`src/rtl/programmable_counting_element.sv`:
```
// -----------------------------------------------------------------------------
// programmable_counting_element
//   WIDTH-bit down-counter that generates an 8254-style channel output. It has
//   three modes: terminal count (0, with 1 aliased to 0), rate generator (2)
//   and square wave (3). Counting advances once per clk cycle in which ce_tick
//   is high. An optional read-back snapshot is built when CE_LATCH_EN is
//   defined; without it, read_value shows the live count.
//
// Ports
//   clk         system clock; all state changes on posedge
//   rst         synchronous reset, active-high
//   ce_tick     count strobe
//   gate        count enable; a rising edge restarts the period in modes 2/3
//   mode        requested mode, sampled on load
//   load        1-cycle pulse: take load_value and mode
//   load_value  initial / reload count (0 means 2**WIDTH)
//   latch_cmd   1-cycle pulse: snapshot the count (CE_LATCH_EN only)
//   read_ack    1-cycle pulse: release the snapshot (CE_LATCH_EN only)
//   read_value  count value for the read path
//   out         registered channel output waveform
//   count_end   high while the count register is zero
// -----------------------------------------------------------------------------
module programmable_counting_element #(
  parameter int WIDTH = 16
) (
  input  logic             clk,
  input  logic             rst,
  input  logic             ce_tick,
  input  logic             gate,
  input  logic [1:0]       mode,
  input  logic             load,
  input  logic [WIDTH-1:0] load_value,
  input  logic             latch_cmd,
  input  logic             read_ack,
  output logic [WIDTH-1:0] read_value,
  output logic             out,
  output logic             count_end
);

  localparam logic [1:0] MODE_TC     = 2'd0;
  localparam logic [1:0] MODE_RATE   = 2'd2;
  localparam logic [1:0] MODE_SQUARE = 2'd3;

  // A count of zero stands for 2**WIDTH, so period arithmetic is one bit wider.
  localparam logic [WIDTH:0] FULL = {1'b1, {WIDTH{1'b0}}};

  logic [WIDTH-1:0] count;
  logic [WIDTH-1:0] reload;
  logic [1:0]       mode_q;
  logic             armed;
  logic             gate_q;

  logic             periodic;
  logic             gate_rise;
  logic [WIDTH:0]   period;
  logic [WIDTH:0]   cur;
  logic [WIDTH:0]   nxt;
  logic             out_periodic;
  logic [WIDTH-1:0] load_count;

  assign periodic  = mode_q[1];
  assign gate_rise = gate & ~gate_q;
  assign count_end = (count == '0);

  // Period arithmetic for modes 2/3. A reload of 1 acts as 2, so out still
  // spends one tick low in each period.
  // NOTE: each always_comb output gets a default first, so every path assigns
  // it and no latch is inferred.
  always_comb begin
    period       = {1'b0, reload};
    cur          = {1'b0, count};
    nxt          = '0;
    out_periodic = 1'b1;
    load_count   = load_value;

    if (reload == '0)
      period = FULL;
    else if (reload == WIDTH'(1))
      period = (WIDTH+1)'(2);

    if (count == '0)
      cur = FULL;

    if (cur == (WIDTH+1)'(1))
      nxt = period;
    else
      nxt = cur - (WIDTH+1)'(1);

    // Mode 3: out stays high while the remaining ticks exceed floor(N/2).
    // This gives ceil(N/2) ticks high and floor(N/2) ticks low.
    // Mode 2: out is low only in the last tick of the period.
    if (mode_q == MODE_SQUARE)
      out_periodic = (nxt > (period >> 1));
    else
      out_periodic = (nxt != (WIDTH+1)'(1));

    if (mode[1] && (load_value == WIDTH'(1)))
      load_count = WIDTH'(2);
  end

  // NOTE: registered state uses non-blocking assignments, so every register
  // here sees the pre-edge values of the others.
  always_ff @(posedge clk) begin
    if (rst) begin
      count  <= '0;
      reload <= '0;
      mode_q <= MODE_TC;
      armed  <= 1'b0;
      out    <= 1'b1;
      gate_q <= 1'b0;
    end else begin
      gate_q <= gate;
      if (load) begin
        // Load aborts any period in progress and takes priority over ticks.
        count  <= load_count;
        reload <= load_value;
        mode_q <= mode;
        armed  <= 1'b1;
        out    <= mode[1];
      end else if (periodic && armed) begin
        if (!gate) begin
          out <= 1'b1;
        end else if (gate_rise) begin
          count <= period[WIDTH-1:0];
          out   <= 1'b1;
        end else if (ce_tick) begin
          count <= nxt[WIDTH-1:0];
          out   <= out_periodic;
        end
      end else if (armed && gate && ce_tick) begin
        // Terminal count: stop at zero and wait for the next load.
        if (count == WIDTH'(1)) begin
          count <= '0;
          out   <= 1'b1;
          armed <= 1'b0;
        end else begin
          count <= count - WIDTH'(1);
        end
      end
    end
  end

`ifdef CE_LATCH_EN
  logic [WIDTH-1:0] snapshot;
  logic             snap_valid;

  // NOTE: the snapshot is a single register, not a memory, so it is reset like
  // the other state. read_value is then defined from the first cycle.
  always_ff @(posedge clk) begin
    if (rst) begin
      snapshot   <= '0;
      snap_valid <= 1'b0;
    end else if (latch_cmd && (!snap_valid || read_ack)) begin
      // An ack in the same cycle frees the holder, so the new snapshot is taken.
      snapshot   <= count;
      snap_valid <= 1'b1;
    end else if (read_ack) begin
      snap_valid <= 1'b0;
    end
  end

  assign read_value = snap_valid ? snapshot : count;
`else
  logic unused_latch;
  assign unused_latch = latch_cmd ^ read_ack;
  assign read_value   = count;
`endif

endmodule

```
`config.mk`:
```
export PLATFORM = sky130hd
export DESIGN_NAME = programmable_counting_element
export DESIGN_NICKNAME = d
export VERILOG_FILES = /design/src/rtl/programmable_counting_element.sv
export SDC_FILE = /design/constraint.sdc
export NUM_CORES = 1
export LEC_CHECK = 0
export CAP_MARGIN = 20
export CELL_PAD_IN_SITES_DETAIL_PLACEMENT = 1
export CELL_PAD_IN_SITES_GLOBAL_PLACEMENT = 1
export CORE_MARGIN = 10
export CORE_UTILIZATION = 38
export CTS_CLUSTER_SIZE = 25
export DETAILED_ROUTE_END_ITERATION = 10
export GPL_TIMING_DRIVEN = 0
export PLACE_DENSITY = 0.82
export SLEW_MARGIN = 15
export SYNTH_ARGS = -nofsm -noshare
export SYNTH_HDL_FRONTEND = slang
export SYNTH_SLANG_ARGS = --single-unit
```
`constraint.sdc`:
```
create_clock -name clk -period 3.05 [get_ports clk]
set_input_delay 0.915 -clock clk [delete_from_list [all_inputs] [get_ports clk]]
set_output_delay 0.915 -clock clk [all_outputs]
set_load 0.005 [all_outputs]
```
==> impl_metrics.tcl <==
set metrics [dict create \
    cts_root_buf "clkbuf_8" \
    ys_seq_area_share_pct 22.08 \
    violations "setup timing" \
    synth_area_per_cell_um2 7.987 \
    tightest_slew_ps 745.0 \
    yosysMostFrequentCell "nor2_1" \
    slowest_stage "or4b_4" \
    yosysWarnings 0 \
    grt_pass1_wl_um 23230 \
    path_max_fanout 3 \
    seq_area_um2 758.2 \
    drive_gt1_share_pct 22.65 \
    min_path_cells 2 \
    path_cells "inv_1 -> ha_2 -> clkbuf_8 -> or4b_4 -> nor4_4 -> buf_4 -> and2b_2 -> a21oi_2 -> ha_1 -> nor2b_2 -> o211ai_1 -> a31o_2 -> a221oi_2 -> o22ai_1 -> a31o_2 -> o21ai_1" \
    post_drt_via_cell_ratio 6.416 \
    cts.reportedPaths.clkPinSlew_ps 100 \
    areaGrowthSynthToFinish_pct 29.17 \
    worstSetupStartpointType "flop" \
    ir_drop_mv 0.2134 \
    drcViolationCount 0 \
    grt_overflow_total 0 \
    syn_area_mm2 0.003354 \
    power_leakage_nw 1.710 \
    hold_viol 0 \
    startpoint "read_value[1]$_SDFFE_PP0P_" \
    finalWorstSetupSlack_ps -235.6 \
    timing.final.max_slew_violations 0 \
    numClockSinks 37 \
    numPlacedInstances 568 \
    grt_max_degree 13 \
    cp_num_cells 16 \
    r2r_start "read_value[1]$_SDFFE_PP0P_" \
    diodes 0 \
    setup_viol 1 \
    status "finished with violations" \
    postCtsHoldBufs 0 \
    row_count 34 \
    cpMostUsedCell "a31o_2" \
    worstRegToRegCells 16 \
    hold_ws_ps 516.4 \
    num_vias 3837 \
    synth.top_cell.area_share_pct 22.08 \
    max_freq_ghz 0.3044 \
    synth-seq-cells 37 \
    hpwlAfterDp_um 11300 \
    hold_end "mode_q[0]$_SDFFE_PP0P_" \
    finalNonFillerCells 598 \
    antenna_found_initial 0 \
    path_delay_family "compound AO/OA/AOI/OAI gates" \
    synth_enable_flop_cells 0 \
    port_buffers 40 \
    cts_buffer_depth 2 \
    clock_skew_ps 20.47 \
    cp-end-kind "flop" \
    grt_pass1_vias 3925 \
    core_mm2 0.008636 \
    hold_start "mode_q[0]$_SDFFE_PP0P_" \
    fin_tns_setup_ps -235.6 \
    place_congestion 0.9013 \
    drtAntennaViolNets 0 \
    fill_cells 1062 \
    insertion_delay_ps 310 \
    first_iter_violations 330 \
    grt_usage_pct 22.82 \
    rrSetupSlack_ps -240 \
    synth-main-ff-cell "dfxtp_1" \
    cts_made_buffers 5 \
    dr.pass1.iters 8 \
    start_util_pct 38.84 \
    synth_area_leader_cell "dfxtp_1" \
    placed_area_mm2 0.003925 \
    die_width_um 114.0 \
    synthTopCellsByArea "dfxtp_1, ha_1, mux2i_1, nor2_1, a21oi_1" \
    finalCritPeriodShare_pct 107.7 \
    syn_nets 463 \
    rsz0062_at_grt "yes" \
    cts_tree "built" \
    routed_wl_um 14990 \
    max_slew_margin_pct 50.15 \
    r2r_end "out$_SDFFE_PP1P_" \
    synthArstFlopShare_pct 0 \
    hold_path.class "flop to flop" \
    drv_cap 0 \
    multi_input_area_mm2 0.002439 \
    num_io_pins 43 \
    dieArea_mm2 0.01299 \
    netlist_top_cells_count "nor2_1, dfxtp_1, nand2_1, a21oi_1, inv_1" \
    wl_per_cell_um 25.06 \
    worst-setup-path-type "flop to flop" \
    p_per_area_mw_per_mm2 447.1 \
    syn_inst 420 \
    cp.arrival_ps 3520 \
    die_y_um 114.0 \
    cts-htree-levels 2 \
    critPathBufInv 3 \
    fin_area_mm2 0.004333 \
    finalNetCount 532 \
    finalCriticalPeriod_ps 3286 \
    synthDistinctLibCells 74 \
    max_stage_delay_ps 490 \
    required_ps 3290 \
]
routing by layer:
layer  track usage [%]  vias to the layer above  routed length (um)
li1                  -                     1708                   -
met1             28.99                     1903                6310
met2             37.17                      185                7267
met3             4.252                       41                 967
met4             8.939                        0                 441
met5                 0                        -                   0
report_power, final:
part           total [W]  internal [W]  leakage [nW]  switching (W)
combinational   0.000978      0.000434          1.36       0.000544
sequential      0.000586      0.000520         0.309      0.0000662
clock           0.000373      0.000159        0.0439       0.000215
total            0.00194       0.00111          1.71       0.000825
stage by stage:
stage | total power, W | util, % | setup WS [ps]
finish | 0.001937 | 50.17 | -235.6
global route | 0.002039 | 50.17 | -360.8
CTS | 0.001894 | 49.64 | -190.5
detailed placement | 0.001427 | 45.45 | -727.8
global placement | 0.001394 | 45.45 | -607.8
floorplan | 0.001129 | - | -43.15
area by class of cell:
class | instances | share of cell area [%]
Timing Repair Buffer | 62 | 13.25
Tap cell | 108 | 3.119
Clock buffer | 5 | 1.588
Clock inverter | 3 | 0.4043
Buffer | 25 | 5.775
Sequential cell | 37 | 17.50
Inverter | 24 | 2.079
Multi-Input combinational cell | 334 | 56.28
worst register-to-register path: cells and delay by family (launching register included):
| family | cells | cell delay [ps] |
|---|---|---|
| simple gates | 4 | 1020 |
| compound gates | 7 | 1100 |
| flops | 1 | 370 |
| fa+ha+maj | 2 | 340 |
| buf+inv | 3 | 380 |
flip-flops by register name, indices dropped and copies added (netlist names):
register / flops
mode_q: 2
armed: 1
out: 1
gate_q: 1
read_value: 16
reload: 16
cells by family (layout without fill, tap and decap cells):
| logic type | Yosys count | in the layout | share of synthesized area, % |
|---|---|---|---|
| simple gates | 179 | 179 | 29.58 |
| fa+ha+maj | 18 | 18 | 6.714 |
| flops | 37 | 37 | 22.08 |
| xor+xnor | 9 | 9 | 2.350 |
| buf+inv | 49 | 119 | 9.810 |
| mux | 23 | 23 | 7.124 |
| compound gates | 105 | 105 | 22.34 |
worst max path at each step:
stage | to | slack (ps)
after floorplan | out$_SDFFE_PP1P_ | -40
final | out$_SDFFE_PP1P_ | -240
after CTS | out$_SDFFE_PP1P_ | -190
after detailed placement | out$_SDFFE_PP1P_ | -730
after global placement | out$_SDFFE_PP1P_ | -610
after global routing | out$_SDFFE_PP1P_ | -360
cells in the final DEF, fill, tap and decap left out, types with 7 or more instances in the layout:
master | synthesis | layout
clkdlybuf4s50_1 | 0 | 39
dfxtp_1 | 37 | 31
a21oi_1 | 30 | 28
nor4_1 | 14 | 11
ha_1 | 18 | 17
mux2i_1 | 19 | 19
inv_1 | 24 | 23
nor3_1 | 20 | 18
buf_4 | 2 | 21
nand3_1 | 8 | 7
o21ai_0 | 15 | 13
clkbuf_8 | 8 | 13
o211ai_1 | 7 | 7
buf_6 | 5 | 7
nand2_1 | 35 | 34
nor2_1 | 47 | 45
repair_timing:
item                                    in CTS  in global routing
endpoints found under the hold margin        0                  0
gates resized for setup                     36                  5
pin swaps                                   19                  2
gates cloned                                 1                  0
endpoints found under the setup margin       2                  3
buffers inserted                            17                  4
(Power assumes the default switching activity.)
